`src/rtl/pea_div_arbiter.sv`:
```
// Round-robin front end that shares one external iterative divider among the PEA's PEs.
// Divide-by-zero, signed overflow and unsupported opcodes are answered without the divider.
module pea_div_arbiter #(
  parameter int unsigned N_REQ  = 16,
  parameter int unsigned N_BITS = 32,
  parameter int unsigned OP_W   = 4
) (
  input  logic                         clk_i,
  input  logic                         rst_i,
  input  logic [N_REQ-1:0]             req_valid_i,
  input  logic [N_REQ-1:0][OP_W-1:0]   req_op_i,
  input  logic [N_REQ-1:0][N_BITS-1:0] req_a_i,
  input  logic [N_REQ-1:0][N_BITS-1:0] req_b_i,
  output logic [N_REQ-1:0]             grant_o,
  output logic [N_REQ-1:0]             rsp_valid_o,
  output logic [N_BITS-1:0]            rsp_data_o,
  output logic                         rsp_err_o,
  output logic                         busy_o,
  output logic                         div_valid_o,
  input  logic                         div_ready_i,
  output logic [N_BITS-1:0]            div_a_o,
  output logic [N_BITS-1:0]            div_b_o,
  output logic                         div_signed_o,
  output logic                         div_rem_o,
  input  logic                         div_done_i,
  input  logic [N_BITS-1:0]            div_result_i
);

  localparam int unsigned       IDX_W    = (N_REQ > 1) ? $clog2(N_REQ) : 1;
  localparam logic [OP_W-1:0]   OP_DIV   = OP_W'(4'b1011);
  localparam logic [OP_W-1:0]   OP_DIVU  = OP_W'(4'b1100);
  localparam logic [OP_W-1:0]   OP_REM   = OP_W'(4'b1110);
  localparam logic [N_BITS-1:0] INT_MIN  = {1'b1, {(N_BITS-1){1'b0}}};
  localparam logic [N_REQ-1:0]  ONE_HOT0 = N_REQ'(1);

  typedef enum logic [1:0] {
    S_IDLE,
    S_ISSUE,
    S_WAIT,
    S_RESP
  } state_t;

  state_t            state_q;
  logic [IDX_W-1:0]  ptr_q;
  logic [IDX_W-1:0]  win_q;
  logic [IDX_W-1:0]  win_idx;
  logic              any_req;
  logic [OP_W-1:0]   win_op;
  logic [N_BITS-1:0] win_a;
  logic [N_BITS-1:0] win_b;
  logic              is_div;
  logic              is_divu;
  logic              is_rem;
  logic              op_ok;
  logic              spc_hit;
  logic              spc_err;
  logic [N_BITS-1:0] spc_data;

  // First set request after the last winner, wrapping modulo N_REQ.
  always_comb begin
    win_idx = '0;
    any_req = 1'b0;
    for (int unsigned i = 1; i <= N_REQ; i++) begin
      if (!any_req && req_valid_i[IDX_W'((32'(ptr_q) + i) % N_REQ)]) begin
        any_req = 1'b1;
        win_idx = IDX_W'((32'(ptr_q) + i) % N_REQ);
      end
    end
  end

  assign win_op = req_op_i[win_idx];
  assign win_a  = req_a_i[win_idx];
  assign win_b  = req_b_i[win_idx];

  // Cases resolved locally: bad opcode, zero divisor, INT_MIN / -1.
  always_comb begin
    is_div   = (win_op == OP_DIV);
    is_divu  = (win_op == OP_DIVU);
    is_rem   = (win_op == OP_REM);
    op_ok    = is_div | is_divu | is_rem;
    spc_hit  = 1'b1;
    spc_err  = 1'b0;
    spc_data = '0;
    if (!op_ok) begin
      spc_err = 1'b1;
    end else if (win_b == '0) begin
      spc_data = is_rem ? win_a : '1;
    end else if (!is_divu && (win_a == INT_MIN) && (win_b == '1)) begin
      spc_data = is_rem ? '0 : INT_MIN;
    end else begin
      spc_hit = 1'b0;
    end
  end

  // Grant is Mealy so the winner's operands are captured in the grant cycle.
  assign grant_o = ((state_q == S_IDLE) && any_req && !rst_i) ? (ONE_HOT0 << win_idx) : '0;

  always_ff @(posedge clk_i) begin
    if (rst_i) begin
      state_q      <= S_IDLE;
      ptr_q        <= IDX_W'(N_REQ - 1);
      win_q        <= '0;
      rsp_valid_o  <= '0;
      rsp_data_o   <= '0;
      rsp_err_o    <= 1'b0;
      busy_o       <= 1'b0;
      div_valid_o  <= 1'b0;
      div_a_o      <= '0;
      div_b_o      <= '0;
      div_signed_o <= 1'b0;
      div_rem_o    <= 1'b0;
    end else begin
      rsp_valid_o <= '0;
      case (state_q)
        S_IDLE: begin
          if (any_req) begin
            ptr_q        <= win_idx;
            win_q        <= win_idx;
            div_a_o      <= win_a;
            div_b_o      <= win_b;
            div_signed_o <= is_div | is_rem;
            div_rem_o    <= is_rem;
            busy_o       <= 1'b1;
            if (spc_hit) begin
              rsp_valid_o <= ONE_HOT0 << win_idx;
              rsp_data_o  <= spc_data;
              rsp_err_o   <= spc_err;
              state_q     <= S_RESP;
            end else begin
              div_valid_o <= 1'b1;
              state_q     <= S_ISSUE;
            end
          end
        end
        S_ISSUE: begin
          if (div_ready_i) begin
            div_valid_o <= 1'b0;
            state_q     <= S_WAIT;
          end
        end
        S_WAIT: begin
          if (div_done_i) begin
            rsp_valid_o <= ONE_HOT0 << win_q;
            rsp_data_o  <= div_result_i;
            rsp_err_o   <= 1'b0;
            state_q     <= S_RESP;
          end
        end
        S_RESP: begin
          busy_o  <= 1'b0;
          state_q <= S_IDLE;
        end
        default: state_q <= S_IDLE;
      endcase
    end
  end

endmodule

```
`config.mk`:
```
export PLATFORM = sky130hd
export DESIGN_NAME = pea_div_arbiter
export DESIGN_NICKNAME = d
export VERILOG_FILES = /design/src/rtl/pea_div_arbiter.sv
export SDC_FILE = /design/constraint.sdc
export NUM_CORES = 1
export LEC_CHECK = 0
export ABC_AREA = 1
export BUFFER_PORTS_ARGS = -buffer_cell sky130_fd_sc_hd__buf_2
export CELL_PAD_IN_SITES_DETAIL_PLACEMENT = 0
export CELL_PAD_IN_SITES_GLOBAL_PLACEMENT = 1
export CORE_AREA = 4 4 499 501
export CTS_BUF_LIST = sky130_fd_sc_hd__clkbuf_8
export DETAILED_ROUTE_END_ITERATION = 8
export DIE_AREA = 0 0 503 505
export PLACE_DENSITY = 0.3
export SYNTH_ARGS = -nofsm -noshare
export SYNTH_HDL_FRONTEND = slang
export SYNTH_SLANG_ARGS = --single-unit
export TNS_END_PERCENT = 10
```
`constraint.sdc`:
```
create_clock -name clk_i -period 12.9 [get_ports clk_i]
set_clock_uncertainty 0.2 [all_clocks]
set_input_delay 2.58 -clock clk_i [delete_from_list [all_inputs] [get_ports clk_i]]
set_output_delay 2.58 -clock clk_i [all_outputs]
set_load 0.02 [all_outputs]
```
==> results of run 1 <==
-- metal layers --
| metal | share of wire (%) | global-route usage (%) |
|---|---|---|
| met1 | 45 | 22.56 |
| met2 | 48 | 30.05 |
| met3 | 6.3 | 4.039 |
| met4 | 1.0 | 1.896 |
| met5 | 0.28 | 0 |
-- state kept, by name, indices dropped and copies added (netlist names) --
signal,count
rsp_valid_o,16
div_b_o,32
div_signed_o,1
rsp_data_o,32
state_q,2
ptr_q,4
div_valid_o,1
busy_o,1
div_rem_o,1
div_a_o,32
rsp_err_o,1
win_q,4
-- final cells by class --
class | count | area [sq um]
clock inverters | 11 | 211.5
multi-input cells | 3599 | 15130
flip-flops and latches | 127 | 2542
fillers | 29720 | 214800
diodes | 46 | 115.1
inverters | 191 | 726.9
well taps | 3220 | 4029
clock buffers | 20 | 275.3
repair buffers | 1322 | 6919
-- cells in the mapped netlist, types with 2 or more instances --
library cell / instances / area, sq um
a22oi_1: 7 / 52.55
nand4_1: 20 / 125.1
nand3_1: 698 / 3493
o21ai_1: 3 / 15.01
clkbuf_1: 114 / 427.9
xor2_1: 5 / 43.79
buf_4: 10 / 75.07
nand2_2: 3 / 18.77
inv_1: 180 / 675.7
nor2_2: 2 / 12.51
buf_2: 154 / 770.7
nand2_1: 2335 / 8765
nor4_1: 4 / 25.02
o211ai_1: 45 / 337.8
ha_1: 12 / 150.1
nor2_1: 324 / 1216
nor3_1: 19 / 95.09
clkinv_1: 4 / 15.01
a31oi_1: 6 / 37.54
o21ai_0: 86 / 430.4
inv_2: 7 / 26.28
dfxtp_1: 127 / 2542
buf_6: 6 / 67.56
a21oi_1: 19 / 95.09
buf_1: 27 / 101.4
-- worst max path at each step --
stage          slack (ns)  cells after the start       endpoint
2_1_floorplan        4.44                     21    grant_o[14]
3_3_place_gp         1.93                     37  rsp_data_o[5]
3_5_place_dp         1.85                     37  rsp_data_o[2]
4_1_cts              1.58                     24    grant_o[11]
5_1_grt              0.95                     38  rsp_data_o[2]
6_report             1.76                     24    grant_o[11]
-- kinds of logic after synthesis --
logic type      count (synthesis)  share of synthesized area (%)
flops                         127                          12.90
fa+ha+maj                      12                         0.7615
xor+xnor                        7                         0.3490
buf+inv                       502                          10.95
simple gates                 3410                          69.98
compound gates                170                          5.058
-- through the flow --
stage	hold slack, ns	instance area, sq um	util (%)
detailed placement	0.2742	29350	11.99
global placement	0.2627	29350	11.99
finish	0.2904	29950	12.23
global route	0.3363	29870	12.20
floorplan	0.2777	19720	-
CTS	0.3006	29830	12.19
-- critical path, stage by stage (launching register included) --
cell and delay (ns):
dfxtp_1 0.98, inv_2 0.42, ha_1 0.65, inv_1 0.60, nand3_1 0.20, nand3_1 0.15, nand2_1 0.11, nand2_1 0.12
nand2_2 0.10, inv_1 0.10, nand4_1 0.17, nor2_1 0.15, nand4_1 0.16, nor2_2 0.17, nand4_1 0.15, nor2_1 0.14
nand4_1 0.32, nand3_4 0.49, nand2_8 0.46, inv_8 0.62, nand2_1 0.25, nor2_1 0.21, inv_1 0.12, nor3_1 0.49
buf_2 0.30
==> results by group, run 1 <==
Outcome
  • Outcome: finished clean

Place
  • Final HPWL DP: around 190,000 um
  • Worst slack at placement: between 1.5 and 2 ns
  • Dpl cells: approximately 8,500
  • # port buffers: 1,272
  • RD Place Congestion: ~0.84

Finish
  • Fin nets: about 6,400
  • Syn-to-layout area delta: 51.90%
  • Most common cell after layout, fill and taps aside: nand2_1
  • Most frequent cells in the layout: nand2_1 (2,334), buf_2 (1,271), nand3_1 (696)
  • Non-filler cells, final: ~8,500
  • Layout cells sized above 1: between 20% and 30%

Worst setup path
  • CP startpoint kind: register
  • Critical path origin: ptr_q[0]
  • CP required: 10.12 ns
  • Critical Path End Type: primary output
  • Worst-case reg-to-reg path depth: 38
  • RR Endpoint: rsp_data_o[8]
  • WS Path Type: register to primary output
  • Worst r2r src: ptr_q[0]
  • Worst Path Max Fanout: approximately 60
  • Flop-to-flop setup slack: 2.20 ns
  • WP data arrival: about 8.4 ns

STA
  • Setup WS post-layout: roughly 1.8 ns
  • RSZ-0062 raised after global routing: no
  • Slew Viols, Final: 0
  • Max-slew headroom: about 27%
  • Final setup violation count: 0
  • Max frequency: between 80 and 90 MHz
  • Period utilisation layout: a little under nine tenths
  • Worst-margin pin slew: 1.077 ns
  • Setup TNS: 0 ns
  • Fin. Hold Viols: 0
  • Final critical-path required period: around 11 ns

CTS
  • Hold-fix buffers at CTS: 0
  • Clock Latency Late Sink: 0.58 ns
  • CTS root buf: clkbuf_8
  • Post-CTS sizing: 0
  • Longest Clk Path Bufs: 2
  • H-Tree Depth: 4
  • Clock sink count: ~130
  • CTS clk-pin slew, worst paths: ~0.09 ns
  • Clock tree from TritonCTS: done
  • TritonCTS buffer count: 17
  • Setup repair bufs after CTS: 0

Yosys
  • Synth Net Count: between 5,000 and 6,000
  • Sequential area share after synthesis: approximately an eighth
  • Mapped Cells: 4,228
  • Most used flip-flop cell after synthesis: dfxtp_1
  • FFs w/ async S/R, synth: 0%
  • Flops & latches, synth: 127
  • Syn_area_per_cell: roughly 4.7 sq um
  • EDFF count, synth: 0
  • Post-Syn Area: between 15,000 and 20,000 sq um
  • Total number of yosys warnings: 0
  • Synth cell types: 36

Min path
  • Worst Hold Class: register to register
  • Min-Delay Endpoint: div_valid_o
  • Origin of the worst min-delay path: div_valid_o
  • Hold path depth: 2

Die
  • Initial Utilization: under 10%
  • Die W: ~500 um
  • Die Height: about 500 um
  • Core area: roughly 240,000 sq um
  • # IOs: around 1,300
  • Rows: roughly 180
  • Die footprint: roughly 250,000 sq um

Global routing
  • Gr usage total: 17.40%
  • Vias in the first global route: roughly 33,000
  • Global-route wire length before repair: 301,900 um
  • Total gr overflow: 0
  • Pin count of the biggest net entering global routing: between 100 and 150
  • Initial antenna violation count: 195

Routing
  • DR vias/cell: roughly 3.7
  • Antenna Nets Post-Route: 0
  • DRC viols: 0
  • 1st-pass router iterations: 5
  • Routed WL: approximately 230,000 um
  • Iter 0 DRT Violations: around 1,900
  • Vias: approximately 31,000
  • Routed len/inst: ~27 um

Job
  • Max Cap Viol: 0
Power of run 1 is not shown: default switching activity piles up to over one toggle a cycle in this logic, so the estimate is an artifact.
==> run 2, diff against run 1 <==
==> config.mk (replaced) <==
export PLATFORM = sky130hd
export DESIGN_NAME = pea_div_arbiter
export DESIGN_NICKNAME = d
export VERILOG_FILES = /design/src/rtl/pea_div_arbiter.sv
export SDC_FILE = /design/constraint.sdc
export NUM_CORES = 1
export LEC_CHECK = 0
export BUFFER_PORTS_ARGS = -buffer_cell sky130_fd_sc_hd__buf_2
export CELL_PAD_IN_SITES_DETAIL_PLACEMENT = 0
export CELL_PAD_IN_SITES_GLOBAL_PLACEMENT = 1
export CORE_AREA = 4 4 488 490
export CTS_BUF_LIST = sky130_fd_sc_hd__clkbuf_8
export DETAILED_ROUTE_END_ITERATION = 8
export DIE_AREA = 0 0 492 494
export MAX_ROUTING_LAYER = met4
export PLACE_DENSITY = 0.3
export SYNTH_ARGS = -nofsm -noshare
export SYNTH_HDL_FRONTEND = slang
export SYNTH_SLANG_ARGS = --single-unit
==> run 2 against run 1 <==
Worst setup slack got worse by 0.79 ns. Largest cell class unchanged. Hold slack got worse by 0.033 ns. Wire length increased by 11%. First-iteration DRC count increased by 23%. Critical path depth decreased by 1. Sequential share of layout area decreased by 0.19 points. Non-clock buffer count increased by 70. Cell area increased by 2.4%. Critical path type is now register to register. Highest routed layer is now met4.
==> results by group, run 2 <==
Worst setup path
  • Flop-to-flop setup slack: around 0.97 ns
  • Critical path, cell by cell: inv_2, ha_1, mux2_2, o21ai_0, nor3_2, nor4_2, nand4_1, a31o_4, a21oi_4, buf_12, buf_12, buf_4, mux2i_1, nor3_1, a211oi_1, nand4b_1, nor4_1, and4_1, nand4_1, a21oi_4, buf_4, nor2_1, a211oi_2
  • Worst r2r src: ptr_q[0]
  • Slowest cell on crit path: ha_1
  • Buf+Inv Stages, Crit Path: 5
  • WS Path Type: register to register
  • WP data arrival: between 10 and 15 ns
  • CP delay by family, top: simple AND/OR/NAND/NOR gates
  • CP required: 13.18 ns
  • RR Endpoint: rsp_data_o[13]
  • Worst Path Max Fanout: 65
  • Slowest stage delay, CP: roughly 1.2 ns
  • CP startpoint kind: register
  • Worst-case reg-to-reg path depth: 23
  • Critical Path End Type: register

STA
  • RSZ-0062 raised after global routing: no
  • Final setup violation count: 0
  • Fin. Hold Viols: 0
  • Setup TNS: 0 ns
  • Max frequency: around 84 MHz
  • Slew Viols, Final: 0
  • Final critical-path required period: 11.93 ns
  • Period utilisation layout: between 90% and 100%
  • Worst-margin pin slew: ~1.4 ns
  • Max-slew headroom: under 10%

Yosys
  • Sequential area share after synthesis: between 10% and 20%
  • Post-synth top cells: nand2_1 (676), a21oi_1 (301), nand3_1 (222)
  • Post-Syn Area: between 15,000 and 20,000 sq um
  • Synth Net Count: 4,170
  • Total number of yosys warnings: 0
  • Synth cell types: 90
  • Syn_area_per_cell: around 6.5 sq um
  • Yosys top cell by area: dfxtp_1
  • Largest cells by area after synthesis: dfxtp_1 (13%), nand2_1 (13%), mux2i_1 (10%)
  • Flops & latches, synth: 127
  • Most frequent cell after synthesis: nand2_1
  • FFs w/ async S/R, synth: 0%
  • Top cell type's share of synthesized area: about an eighth
  • Most used flip-flop cell after synthesis: dfxtp_1
  • EDFF count, synth: 0
  • Mapped Cells: between 3,000 and 4,000

Die
  • Core area: 234,100 sq um
  • Die footprint: around 240,000 sq um
  • Die W: between 400 and 500 um
  • Die Height: 494 um
  • # IOs: around 1,300
  • Rows: ~180
  • Initial Utilization: under 10%

Finish
  • Leading registers by flop count: div_a_o: 32 flops, div_b_o: 32 flops, rsp_data_o: 32 flops
  • Design area: about 30,000 sq um
  • Most common cell after layout, fill and taps aside: buf_2
  • Fin nets: roughly 5,300
  • Layout cells sized above 1: about 37%
  • Fillers: 27,710
  • Most frequent cells in the layout: buf_2 (1,271), nand2_1 (674), a21oi_1 (299)
  • Syn-to-layout area delta: 56.12%

CTS
  • Longest Clk Path Bufs: 2
  • CTS clk-pin slew, worst paths: ~0.10 ns
  • Post-CTS sizing: 0
  • Setup repair bufs after CTS: 0
  • Clock sink count: between 100 and 150
  • Clock tree from TritonCTS: done
  • Clock Latency Late Sink: around 0.56 ns
  • TritonCTS buffer count: 17
  • H-Tree Depth: 4
  • Hold-fix buffers at CTS: 0
  • CTS root buf: clkbuf_8

Global routing
  • Pin count of the biggest net entering global routing: between 90 and 100
  • Vias in the first global route: between 20,000 and 30,000
  • Initial antenna violation count: around 280
  • Gr usage total: between 20% and 30%
  • Total gr overflow: 0
  • Global-route wire length before repair: 322,300 um

Place
  • Placement Cell Area: 29,870 sq um
  • RD Place Congestion: just under 0.9
  • # port buffers: 1,272
  • Final HPWL DP: around 220,000 um

Job
  • Max Cap Viol: 0

Routing
  • Routed WL: between 200,000 and 300,000 um
  • Antenna Nets Post-Route: 0
  • DR vias/cell: approximately 4.0
  • 1st-pass router iterations: 8
  • DRC viols: 0
  • Iter 0 DRT Violations: around 2,300
  • Routed len/inst: around 34 um
  • Vias: around 30,000

Min path
  • Min-Delay Endpoint: div_b_o[15]
  • Origin of the worst min-delay path: div_b_o[15]
  • Hold path depth: 2
  • Worst Hold Class: register to register

Outcome
  • Outcome: finished clean
## run 2: cell count changes after synthesis, sizes merged, moves of 58 or more
cell	before	now
o21ai	89	31
a21oi	19	303
nand2	2339	677
a211oi	1	236
inv	187	88
a22oi	7	72
nor2	326	198
mux2i	0	203
nand3	699	223
## run 2: final cells by class
class | count | area, sq um | area share (%)
diodes | 146 | 365.4 | 1.192
clock buffers | 18 | 247.7 | 0.8082
clock inverters | 14 | 171.4 | 0.5592
inverters | 91 | 341.6 | 1.114
multi-input cells | 2509 | 15600 | 50.87
flip-flops and latches | 127 | 2544 | 8.298
well taps | 3150 | 3941 | 12.86
repair buffers | 1392 | 7448 | 24.30
## run 2: tightest hold or removal path, cell delays in order, from the launching register on
cell,delay [ns]
dfxtp_1,0.31
nand2_1,0.05
a21oi_1,0.05
## run 2: cell families after synthesis
logic type                 Yosys count  synth area share, %
xor gates and xnor gates            12               0.5353
AOI/OAI and AO/OA                  883                30.82
and+or+nand+nor                   1351                30.98
adders and majority gates           12               0.7647
DFF                                127                12.95
buffers and inverters              382                9.055
muxes                              251                14.90
## run 2: metrics by stage
step | instances | utilization (%) | hold slack, ns | setup slack [ns]
after floorplan | 3018 | - | 0.2706 | 3.329
after global placement | 7269 | 12.76 | 0.2444 | 0.2379
after detailed placement | 7269 | 12.76 | 0.2465 | 0.3771
after CTS | 7301 | 12.94 | 0.2613 | 0.6743
after global routing | 7427 | 13.07 | 0.2787 | 0.4925
final | 7447 | 13.10 | 0.2570 | 0.9715
## run 2: per-layer routing
metal	vias to the layer above	track usage (%)	part of all wire (%)
li1	13640	-	-
met1	14760	25.33	43
met2	1403	34.27	47
met3	276	5.625	7.5
met4	0	3.242	2.0
met5	-	-	0
## run 2: worst max-delay path by stage
stage,start,end,slack [ns],cells after the start
3_5_place_dp,req_valid_i[0],rsp_data_o[9],0.38,22
2_1_floorplan,req_valid_i[5],grant_o[12],3.33,16
6_report,ptr_q[0],rsp_data_o[13],0.97,23
5_1_grt,ptr_q[0],rsp_data_o[11],0.49,23
3_3_place_gp,req_valid_i[6],rsp_data_o[12],0.24,21
4_1_cts,ptr_q[0],rsp_data_o[8],0.67,23
Power of run 2 is left out for the same reason.
